### config.mk
export PLATFORM = sky130hd
export DESIGN_NAME = key_conditioner
export DESIGN_NICKNAME = d
export VERILOG_FILES = /design/src/rtl/key_cond_pkg.sv /design/src/rtl/key_cond_channel.sv /design/src/rtl/key_conditioner.sv
export SDC_FILE = /design/constraint.sdc
export NUM_CORES = 1
export LEC_CHECK = 0
export ABC_AREA = 0
export CORE_ASPECT_RATIO = 2
export CORE_MARGIN = 1
export CORE_UTILIZATION = 45
export DETAILED_ROUTE_END_ITERATION = 8
export SLEW_MARGIN = 20
export SYNTH_ARGS = -nofsm -noshare
export SYNTH_HDL_FRONTEND = slang
export SYNTH_SLANG_ARGS = --single-unit
### constraint.sdc
create_clock -name clk -period 3.7 [get_ports clk]
set_clock_uncertainty 0.1 [all_clocks]
set_input_delay 0.37 -clock clk [delete_from_list [all_inputs] [get_ports clk]]
set_output_delay 0.37 -clock clk [all_outputs]
set_load 0.02 [all_outputs]
### src/rtl/key_cond_pkg.sv
// key_cond_pkg: shared width helper and default timing constants for key_conditioner.
// Rev 1.0
`default_nettype none

package key_cond_pkg;

  localparam int DEB_5MS_50MHZ   = 250000;
  localparam int REP_250MS_50MHZ = 12500000;

  // $clog2 that never collapses to a zero-width vector
  function automatic int clog2_min1(input int value);
    return ($clog2(value) < 1) ? 1 : $clog2(value);
  endfunction

endpackage

`default_nettype wire

### src/rtl/key_cond_channel.sv
// key_cond_channel: sync, debounce, press/release pulses and auto-repeat for one input.
// Rev 1.0
`default_nettype none

module key_cond_channel
  import key_cond_pkg::*;
#(
  parameter logic ACTIVE_LOW      = 1'b1,
  parameter int   DEBOUNCE_CYCLES = DEB_5MS_50MHZ,
  parameter int   REPEAT_DELAY    = 0,
  parameter int   REPEAT_PERIOD   = REP_250MS_50MHZ
) (
  input  logic clk,
  input  logic reset,
  input  logic raw_in,
  output logic level,
  output logic press,
  output logic release_out
);

  localparam int CW        = clog2_min1(DEBOUNCE_CYCLES + 1);
  localparam bit REPEAT_EN = (REPEAT_DELAY > 0) && (REPEAT_PERIOD > 0);

  logic          s1_q, s1_d;
  logic          s2_q, s2_d;
  logic          stable_q, stable_d;
  logic [CW-1:0] cnt_q, cnt_d;
  logic          press_q, press_d;
  logic          rel_q, rel_d;
  logic          rep_hit;

  always_comb begin
    s1_d     = raw_in ^ ACTIVE_LOW;
    s2_d     = s1_q;
    stable_d = stable_q;
    cnt_d    = '0;
    // any sample equal to the accepted level restarts the count
    if (s2_q != stable_q) begin
      if (cnt_q == CW'(DEBOUNCE_CYCLES - 1)) begin
        stable_d = s2_q;
      end else begin
        cnt_d = cnt_q + CW'(1);
      end
    end
    press_d = (stable_d & ~stable_q) | rep_hit;
    rel_d   = ~stable_d & stable_q;
  end

  always_ff @(posedge clk or negedge reset) begin
    if (!reset) begin
      s1_q     <= 1'b0;
      s2_q     <= 1'b0;
      stable_q <= 1'b0;
      cnt_q    <= '0;
      press_q  <= 1'b0;
      rel_q    <= 1'b0;
    end else begin
      s1_q     <= s1_d;
      s2_q     <= s2_d;
      stable_q <= stable_d;
      cnt_q    <= cnt_d;
      press_q  <= press_d;
      rel_q    <= rel_d;
    end
  end

  generate
    if (REPEAT_EN) begin : g_repeat
      localparam int RMAX = (REPEAT_DELAY > REPEAT_PERIOD) ? REPEAT_DELAY : REPEAT_PERIOD;
      localparam int RW   = clog2_min1(RMAX + 1);

      logic [RW-1:0] rcnt_q, rcnt_d;
      logic [RW-1:0] rcnt_inc, rcnt_tgt;
      logic          period_q, period_d;
      logic          hit;

      // first target is the delay; after the first hit the period applies
      always_comb begin
        rcnt_inc = rcnt_q + RW'(1);
        rcnt_tgt = period_q ? RW'(REPEAT_PERIOD) : RW'(REPEAT_DELAY);
        rcnt_d   = rcnt_q;
        period_d = period_q;
        hit      = 1'b0;
        if (!stable_d) begin
          rcnt_d   = '0;
          period_d = 1'b0;
        end else if (stable_q) begin
          if (rcnt_inc == rcnt_tgt) begin
            hit      = 1'b1;
            rcnt_d   = '0;
            period_d = 1'b1;
          end else begin
            rcnt_d = rcnt_inc;
          end
        end
      end

      always_ff @(posedge clk or negedge reset) begin
        if (!reset) begin
          rcnt_q   <= '0;
          period_q <= 1'b0;
        end else begin
          rcnt_q   <= rcnt_d;
          period_q <= period_d;
        end
      end

      assign rep_hit = hit;
    end else begin : g_no_repeat
      assign rep_hit = 1'b0;
    end
  endgenerate

  assign level       = stable_q;
  assign press       = press_q;
  assign release_out = rel_q;

endmodule

`default_nettype wire

### src/rtl/key_conditioner.sv
// key_conditioner: N independent input-conditioning channels feeding the game/light FSMs.
// Rev 1.0
`default_nettype none

module key_conditioner
  import key_cond_pkg::*;
#(
  parameter int           N               = 4,
  parameter logic [N-1:0] ACTIVE_LOW      = {N{1'b1}},
  parameter int           DEBOUNCE_CYCLES = DEB_5MS_50MHZ,
  parameter int           REPEAT_DELAY    = 0,
  parameter int           REPEAT_PERIOD   = REP_250MS_50MHZ
) (
  input  logic         clk,
  input  logic         reset,
  input  logic [N-1:0] raw_in,
  output logic [N-1:0] level,
  output logic [N-1:0] press,
  output logic [N-1:0] release_out
);

  generate
    for (genvar i = 0; i < N; i++) begin : g_chan
      key_cond_channel #(
        .ACTIVE_LOW      (ACTIVE_LOW[i]),
        .DEBOUNCE_CYCLES (DEBOUNCE_CYCLES),
        .REPEAT_DELAY    (REPEAT_DELAY),
        .REPEAT_PERIOD   (REPEAT_PERIOD)
      ) u_chan (
        .clk         (clk),
        .reset       (reset),
        .raw_in      (raw_in[i]),
        .level       (level[i]),
        .press       (press[i]),
        .release_out (release_out[i])
      );
    end
  endgenerate

endmodule

`default_nettype wire

Word level (Yosys, flattened, before mapping)
Index checks and enable logic that the tools add are counted.
- flip-flop bits (word level): 92
- output and inout port bits: 12
- mux-type cells: 16
- eq/ne operators: 8
- bitwise gates (word level): 20
- $add $sub $neg: 4
- operators by type and width (cell ; count):
    $mux 18 ; 8
    $add 18x1->18 const B ; 4
    $eq 18x18->1 const B ; 4
    $not 1->1 ; 12
    $and 1x1->1 ; 8
    $mux 1 ; 8
    $ne 1x1->1 ; 4

Longest topological paths before layout
Gate-level depths: netlist of run 1.
- depth in word-level cells: 5
- gate-level depth with buffers: 6
- mapped depth without buffers: 5

By module
Synthesis of run 1 repeated with hierarchy kept, for this count alone.
- cell total of the unflattened synthesis: 408
- area total of the unflattened synthesis: 4289.1 sq um
- modules (own cells, without submodules) (module ; instances ; cells an instance ; sequential area each (sq um) ; area an instance (sq um)):
    key_cond_channel ; 4 ; 102 ; 575.6 ; 1072.3

Worst setup path after synthesis of run 1
No wires, ideal clock.
- kind: flip-flop to flip-flop
- start point: register g_chan[1].u_chan.cnt_q[13]
- end point: register g_chan[1].u_chan.stable_q
- stages on the path, launching flop included: 5
- path slack: 1.773 ns
- data arrival time: 1.700 ns
- cells stage by stage: dfrtp_1 nor4b_1 nand2_1 or4_1 mux2_1
- word-level cells in the longest chain between the ends: 3
- RTL lines (item ; RTL line ; text):
    start, declared ; key_cond_channel.sv:27 ; logic [CW-1:0] cnt_q, cnt_d;
    start signal, assigned ; key_cond_channel.sv:61 ; cnt_q <= cnt_d;
    $eq 18x18->1 ; key_cond_channel.sv:39 ; if (cnt_q == CW'(DEBOUNCE_CYCLES - 1)) begin
    $mux 1 ; key_cond_channel.sv:39 ;
    $mux 1 ; key_cond_channel.sv:38 ; if (s2_q != stable_q) begin
    via g_chan[1].u_chan.stable_d ; key_cond_channel.sv:26 ; logic stable_q, stable_d;
    end signal, assigned ; key_cond_channel.sv:60 ; stable_q <= stable_d;
    end, declared ; key_cond_channel.sv:26 ;
The timed path passes the listed nets, and every way through them passes these cells.

Worst setup path in the final report of run 1
- start point: register g_chan[1].u_chan.cnt_q[9]
- end point: register g_chan[1].u_chan.cnt_q[14]
- word-level cells in the longest chain between the ends: 3
- RTL lines (item ; RTL line):
    $add 18x1->18 or $eq 18x18->1 (tied branches) ; key_cond_channel.sv:42, key_cond_channel.sv:39
    $mux 18 * ; key_cond_channel.sv:39
    $mux 18 * ; key_cond_channel.sv:38
    via g_chan[1].u_chan.cnt_d[14] ; key_cond_channel.sv:27
Mark *: on every way through the listed nets, which the timed path passes. The rest lies on a longest branch.

==> summary.md, run 1 <==
| Metric | Value |
|---|---|
| Status | finished with violations |
| Failing checks | negative hold slack |
| Die area | between 10000 and 15000 um2 |
| Hold WS | -0.0807 ns |
| Die Height | approximately 140 um |
| Starting Density | 0.464 |
| Crit path max-delay family | compound AO/OA/AOI/OAI gates |
| Max IR drop VDD | about 0.00031 V |
| Number of synthesized register bits | 92 |
| Core Area | roughly 9400 um2 |
| Slew headroom | 0.390 |
| Crit path time final | 2.18 ns |
| Crit Path Class | register to register |
| Die X | roughly 72 um |
| Pin count of the biggest net entering global routing | between 70 and 80 |
| # hold bufs at CTS | 0 |
| CP max stage cell | o41ai_4 |
| Synthesized Nets | between 400 and 500 |
| Final core utilization | 0.518 |
| TritonCTS Buffers | 9 |
| Cells after Synth | 429 |
| Seq/Total Area, Yosys | 0.529 |
| Fillcell total | just under 900 |
| Number of remaining DRC errors | 0 |
| Clock Latency Late Sink | ~0.34 ns |
| Worst Path Buf+Inv | 0 |
| Setup crit start kind | register |
| Critical Path End Type | register |
| Largest family of logic cells by synthesized area | simple AND/OR/NAND/NOR gates |
| # rows | 50 |
| Synth Area in Simple Gates | 0.249 |
| Buffer depth of the longest clock path | 2 |
| Netlist cell types | 37 |
| Mux cell area share after synthesis | 0.0104 |
| Max-Cap Viols | 0 |
| Final Hold Vio Count | between 70 and 80 |
| First-iteration detailed-routing DRC count | 144 |
| CP max FO | 17 |
| First-pass GRT wire length | 14.1 mm |
| Routed vias/inst | about 5.6 |
| Post-CTS setup buffers | 0 |
| P&R area growth vs syn | 11.6% |
| Critical Path RT | ~3.8 ns |
| Pwr dens | between 400 and 500 nW/um2 |
| Period utilisation layout | 0.589 |
| Tot GR Track Use | 0.177 |
| Leak | 1.95 nW |
| DPL Wire Length | between 5 and 6 mm |
| CTS sink count | 92 |
| Routability Congestion | 0.828 |
| Io pins | 18 |
| Xor and xnor area share after synthesis | 0.111 |
| Slew Viols, Final | 0 |
| Resized cells post-CTS | 0 |
| Via count | between 3000 and 4000 |
| PortBufs | 17 |
| FMAX | about 460 MHz |
| Vias in the first global route | between 3000 and 4000 |
| Layout cells sized above 1 | 0.0679 |
| Tightest Hold Check Type | input port to async pin |
| CTS tree | built |
| Crit-path cells | nor4b_1 -> nand2_1 -> o41ai_4 -> nor2_1 |
| Setup TNS Final | 0 ns |
| Arr. time, crit path | roughly 2.3 ns |
| Worst-Margin Slew | 0.911 ns |
| Fin nets | roughly 450 |
| DR WL/cell | 14.6 um |
| Antenna Nets Post-Route | 0 |
| RSZ-0062 raised after global routing | no |
| Drt pass-1 iters | 5 |
| WL final | ~8.0 mm |
| Diodes inserted | 0 |
| Post-Syn Area | about 4400 um2 |
| CP max stage delay | roughly 0.9 ns |
| Clock-pin transition on the worst setup and hold timing paths | around 0.06 ns |
| Root buffer cell | clkbuf_16 |
| Remaining global-route overflow | 0 |
| Compound-Gate Fraction of Synth Area | 0.0451 |
| # H-tree levels | 3 |
| Setup Viol. Count Final | 0 |
| Syn avg cell area | 10.1 um2 |
| Initial antenna violation count | 0 |
| Synthesized-area fraction occupied by adder cells | 0.0115 |
| Synth Warn # | 0 |
[stage by stage]
step                      cells  power [mW]  worst slack (ns)  area [um2]
after floorplan             429        1.08              1.77        4350
after CTS                   546        2.12              1.41        4850
after global routing        546        2.17              1.32        4860
after detailed placement    530        1.12              1.43        4530
after global placement      530        1.12              1.38        4520
final                       546        2.08              1.52        4860
[cells in the mapped netlist]
cell      count  area share
dfrtp_1      92        0.53
nor2_1       67       0.058
xnor2_1      41       0.083
nand4_1      25       0.036
nand2_1      23       0.020
nand3_1      18       0.021
inv_1        16       0.014
nor4_1       16       0.023
xor2_1       14       0.028
a21oi_1      13       0.015
buf_4        13       0.022
nor3_1       13       0.015
nor3b_1       9       0.016
and3_1        7       0.010
o21ai_0       7      0.0080
or4_1         7       0.012
or3_1         6      0.0086
buf_2         5      0.0057
and4_1        4      0.0080
ha_1          4       0.012
clkbuf_1      3      0.0026
mux2_2        3      0.0078
nand4b_1      3      0.0060
o31ai_1       3      0.0052
a31o_2        2      0.0040
nor2b_1       2      0.0029
o21ai_1       2      0.0023
or2_2         2      0.0029
a41o_1        1      0.0023
and4_2        1      0.0023
mux2_1        1      0.0026
nand3_2       1      0.0023
nand3b_1      1      0.0017
nor4b_1       1      0.0020
o41ai_1       1      0.0020
o41ai_4       1      0.0063
or3b_1        1      0.0020
[layout by cell type, fill, tap and decap left out, drive strengths merged, types with 13 or more instances in the layout]
master | Yosys | routed
a21oi | 13 | 13
clkdlybuf4s50 | 0 | 16
dfrtp | 92 | 92
inv | 16 | 18
nand2 | 23 | 23
nand3 | 19 | 19
nand4 | 25 | 25
nor2 | 67 | 67
nor3 | 13 | 13
nor4 | 16 | 16
xnor2 | 41 | 41
xor2 | 14 | 14
[worst paths after layout]
| check | start | to | slack [ns] | cells past startpoint |
|---|---|---|---|---|
| setup reg to reg | g_chan[1].u_chan.cnt_q[9] | g_chan[1].u_chan.cnt_q[14] | 1.52 | 4 |
| min in group clk | g_chan[2].u_chan.s1_q | g_chan[2].u_chan.s2_q | 0.25 | 0 |
| max in group asynchronous | reset | g_chan[2].u_chan.cnt_q[3] | 2.86 | 2 |
| hold / removal | reset | g_chan[1].u_chan.cnt_q[11] | -0.08 | 1 |
| hold reg to reg | g_chan[2].u_chan.s1_q | g_chan[2].u_chan.s2_q | 0.25 | 0 |
| setup / recovery | g_chan[1].u_chan.cnt_q[9] | g_chan[1].u_chan.cnt_q[14] | 1.52 | 4 |
[routing by layer]
layer / track usage / share of wire
met1: 0.208 / 0.42
met5: 0 / 0
met4: 0.0805 / 0.022
met2: 0.314 / 0.54
met3: 0.0279 / 0.021
[cell families (layout without fill, tap and decap cells)]
kind of cell,after synthesis,after routing
flops,92,92
fa+ha+maj,4,4
buf+inv,37,50
simple gates,207,207
mux,4,4
compound gates,30,30
xor+xnor,55,55
[worst reg2reg max path, cell delays in order, from the launching register on]
cell and delay [ns]:
dfrtp_1 0.43, nor4b_1 0.31, nand2_1 0.16, o41ai_4 0.89
nor2_1 0.14
[power breakdown]
group / switching, mW / internal [mW]
combinational: 0.0423 / 0.0195
sequential: 0.0140 / 1.02
clock: 0.388 / 0.596
total: 0.444 / 1.64
[layout make-up]
cell class / count / area (um2) / area share
Inverter: 16 / 60.1 / 0.0124
Multi-Input combinational cell: 300 / 1860 / 0.383
Timing Repair Buffer: 18 / 179 / 0.0368
Sequential cell: 92 / 2300 / 0.474
Tap cell: 104 / 130 / 0.0268
Clock inverter: 7 / 98.8 / 0.0203
Clock buffer: 9 / 225 / 0.0464
[sequential cells by signal, indices dropped and copies added, names as in the netlist]
name	flops
g_chan.u_chan.cnt_q	72
g_chan.u_chan.s2_q	4
g_chan.u_chan.level	4
g_chan.u_chan.release_out	4
g_chan.u_chan.s1_q	4
g_chan.u_chan.press	4
(Power assumes the default switching activity.)
==> run 2: changes to the inputs <==
==> constraint.sdc (replaced) <==
create_clock -name clk -period 2.25 [get_ports clk]
set_clock_uncertainty 0.1 [all_clocks]
set_input_delay 0.225 -clock clk [delete_from_list [all_inputs] [get_ports clk]]
set_output_delay 0.225 -clock clk [all_outputs]
set_load 0.02 [all_outputs]
==> summary.md, run 2 (same netlist as run 1, synthesis figures left out) <==
| Metric | Value |
|---|---|
| Drt pass-1 iters | 4 (-1) |
| Diodes inserted | 0 (unchanged) |
| Clock Latency Late Sink | 0.34 ns (about the same) |
| TritonCTS Buffers | 9 (unchanged) |
| Slew Viols, Final | 0 (unchanged) |
| Pwr dens | 735 nW/um2 (+72%) |
| Io pins | 18 (unchanged) |
| Worst R2R Start | g_chan[1].u_chan.cnt_q[10] |
| Most common cell after layout, fill and taps aside | dfrtp_1 |
| Tightest Hold Check Type | register to register |
| Status | finished, final reports clean |
| Fin nets | 458 (+2.5%) |
| Setup Viol. Count Final | 0 (unchanged) |
| Die X | 71.5 um (unchanged) |
| Crit path max-delay family | simple AND/OR/NAND/NOR gates |
| First-pass GRT wire length | 14.2 mm (+0.64%) |
| Crit path time final | 2.14 ns (-0.0431 ns) |
| Antenna Nets Post-Route | 0 (unchanged) |
| PortBufs | 17 (unchanged) |
| Max-Cap Viols | 0 (unchanged) |
| CP max stage delay | 0.63 ns (-0.26 ns) |
| Core Area | 9380 um2 (unchanged) |
| Routed vias/inst | 5.60 (-0.12%) |
| Hold WS | 0.247 ns (+0.328 ns) |
| P&R area growth vs syn | 14.9% |
| Critical Path RT | 2.38 ns (-1.41 ns) |
| Max reg flops | 72 (unchanged) |
| Worst Hold Path EP | g_chan[2].u_chan.s2_q |
| Levels on crit path | 4 (unchanged) |
| Die Height | 141 um (unchanged) |
| Via count | 3117 (+1.9%) |
| CP max FO | 5 (-12) |
| Slew headroom | 0.627 (+0.237) |
| R2R setup slack | 0.11 ns (-1.41 ns) |
| Period utilisation layout | 0.949 (+0.360) |
| Fillcell total | 843 (-2.8%) |
| Final Hold Vio Count | 0 (-100%) |
| Setup crit start kind | register |
| Worst hold start | g_chan[2].u_chan.s1_q |
| Die area | 10100 um2 (unchanged) |
| Root buffer cell | clkbuf_16 |
| Remaining global-route overflow | 0 (unchanged) |
| Initial antenna violation count | 0 (unchanged) |
| Worst-Margin Slew | 0.559 ns (-0.353 ns) |
| CP max stage cell | or4_1 |
| # rows | 50 (unchanged) |
| Leak | 2.02 nW (+3.7%) |
| # H-tree levels | 3 (unchanged) |
| FMAX | 468 MHz (+2.0%) |
| Biggest register | g_chan.u_chan.cnt_q |
| CTS tree | built |
| Commonest non-fill, non-tap cells in the layout | dfrtp_1 (92), nor2_1 (67), xnor2_1 (41) |
| First-iteration detailed-routing DRC count | 202 (+40%) |
| Layout cells sized above 1 | 0.0861 (+0.0182) |
| Worst Path Buf+Inv | 0 (unchanged) |
| Total power draw | 3.68 mW (+77%) |
| Crit Path Class | register to register |
| CTS sink count | 92 (unchanged) |
| FF-to-FF End | g_chan[1].u_chan.level |
| Vias in the first global route | 3184 (+4.7%) |
| Worst reg2reg path depth | 4 (unchanged) |
| WL final | 8.19 mm (+3.0%) |
| Routability Congestion | 0.778 (-6.0%) |
| Max IR drop VDD | 0.000438 V (+39%) |
| Crit-path cells | nor4_2 -> nand2_1 -> or4_1 -> mux2_1 |
| Critical Path End Type | register |
| Number of remaining DRC errors | 0 (unchanged) |
| DPL Wire Length | 5.79 mm (+4.7%) |
| Buffer depth of the longest clock path | 2 (unchanged) |
| Tot GR Track Use | 0.182 (+0.00418) |
| Arr. time, crit path | 2.26 ns (about the same) |
| Worst Hold Depth | 0 |
| Starting Density | 0.464 (unchanged) |
| DR WL/cell | 14.7 um (+1.0%) |
| Pin count of the biggest net entering global routing | 44 (-44%) |
| Clock-pin transition on the worst setup and hold timing paths | 0.06 ns (about the same) |
[run 2: cell type report]
cell class                 instances  area (um2)  share of cell area
inverter                          16        60.1              0.0120
sequential                        92        2300               0.460
tap                              104         130              0.0260
timing repair buffer              29         273              0.0545
multi-input combinational        300        1860               0.372
clock inverter                     6         135              0.0270
clock buffer                      10         239              0.0478
[run 2: repair_timing]
action | in CTS | in global routing
setup endpoints to repair | 0 | 1
gates resized for setup | 0 | 1
setup buffers | 0 | 0
hold endpoints to repair | 40 | 0
hold buffers | 1 | 0
[run 2: per-layer routing]
| layer | GRT usage | part of all wire | up-vias |
|---|---|---|---|
| li1 | - | - | 1532 |
| met1 | 0.189 | 0.40 | 1532 |
| met2 | 0.331 | 0.55 | 36 |
| met3 | 0.0315 | 0.019 | 17 |
| met4 | 0.111 | 0.036 | 0 |
| met5 | 0 | 0 | - |
[run 2: per-stage QoR]
stage	instance area [um2]	TNS, ns	std cells	util	setup WS (ns)
2_1_floorplan	4350	0	429	-	0.323
3_3_place_gp	4610	0	540	0.491	0.191
3_5_place_dp	4610	0	540	0.491	0.177
4_1_cts	4990	0	557	0.532	0.159
5_1_grt	5000	-0.0234	557	0.533	-0.0234
6_report	5000	0	557	0.533	0.114
[run 2: report_power, final]
part / switching, mW / internal (mW)
registers: 0.0225 / 1.68
logic: 0.0729 / 0.0437
clock network: 0.632 / 1.23
total: 0.727 / 2.95
[run 2: worst max path at each step]
| stage | start | end | slack, ns |
|---|---|---|---|
| after floorplan | g_chan[1].u_chan.cnt_q[13] | g_chan[1].u_chan.level | 0.32 |
| after global placement | g_chan[1].u_chan.cnt_q[9] | g_chan[1].u_chan.level | 0.19 |
| after detailed placement | g_chan[1].u_chan.cnt_q[10] | g_chan[1].u_chan.level | 0.18 |
| after CTS | g_chan[1].u_chan.cnt_q[10] | g_chan[1].u_chan.level | 0.16 |
| after global routing | g_chan[1].u_chan.cnt_q[10] | g_chan[1].u_chan.level | -0.02 |
| final | g_chan[1].u_chan.cnt_q[10] | g_chan[1].u_chan.level | 0.11 |
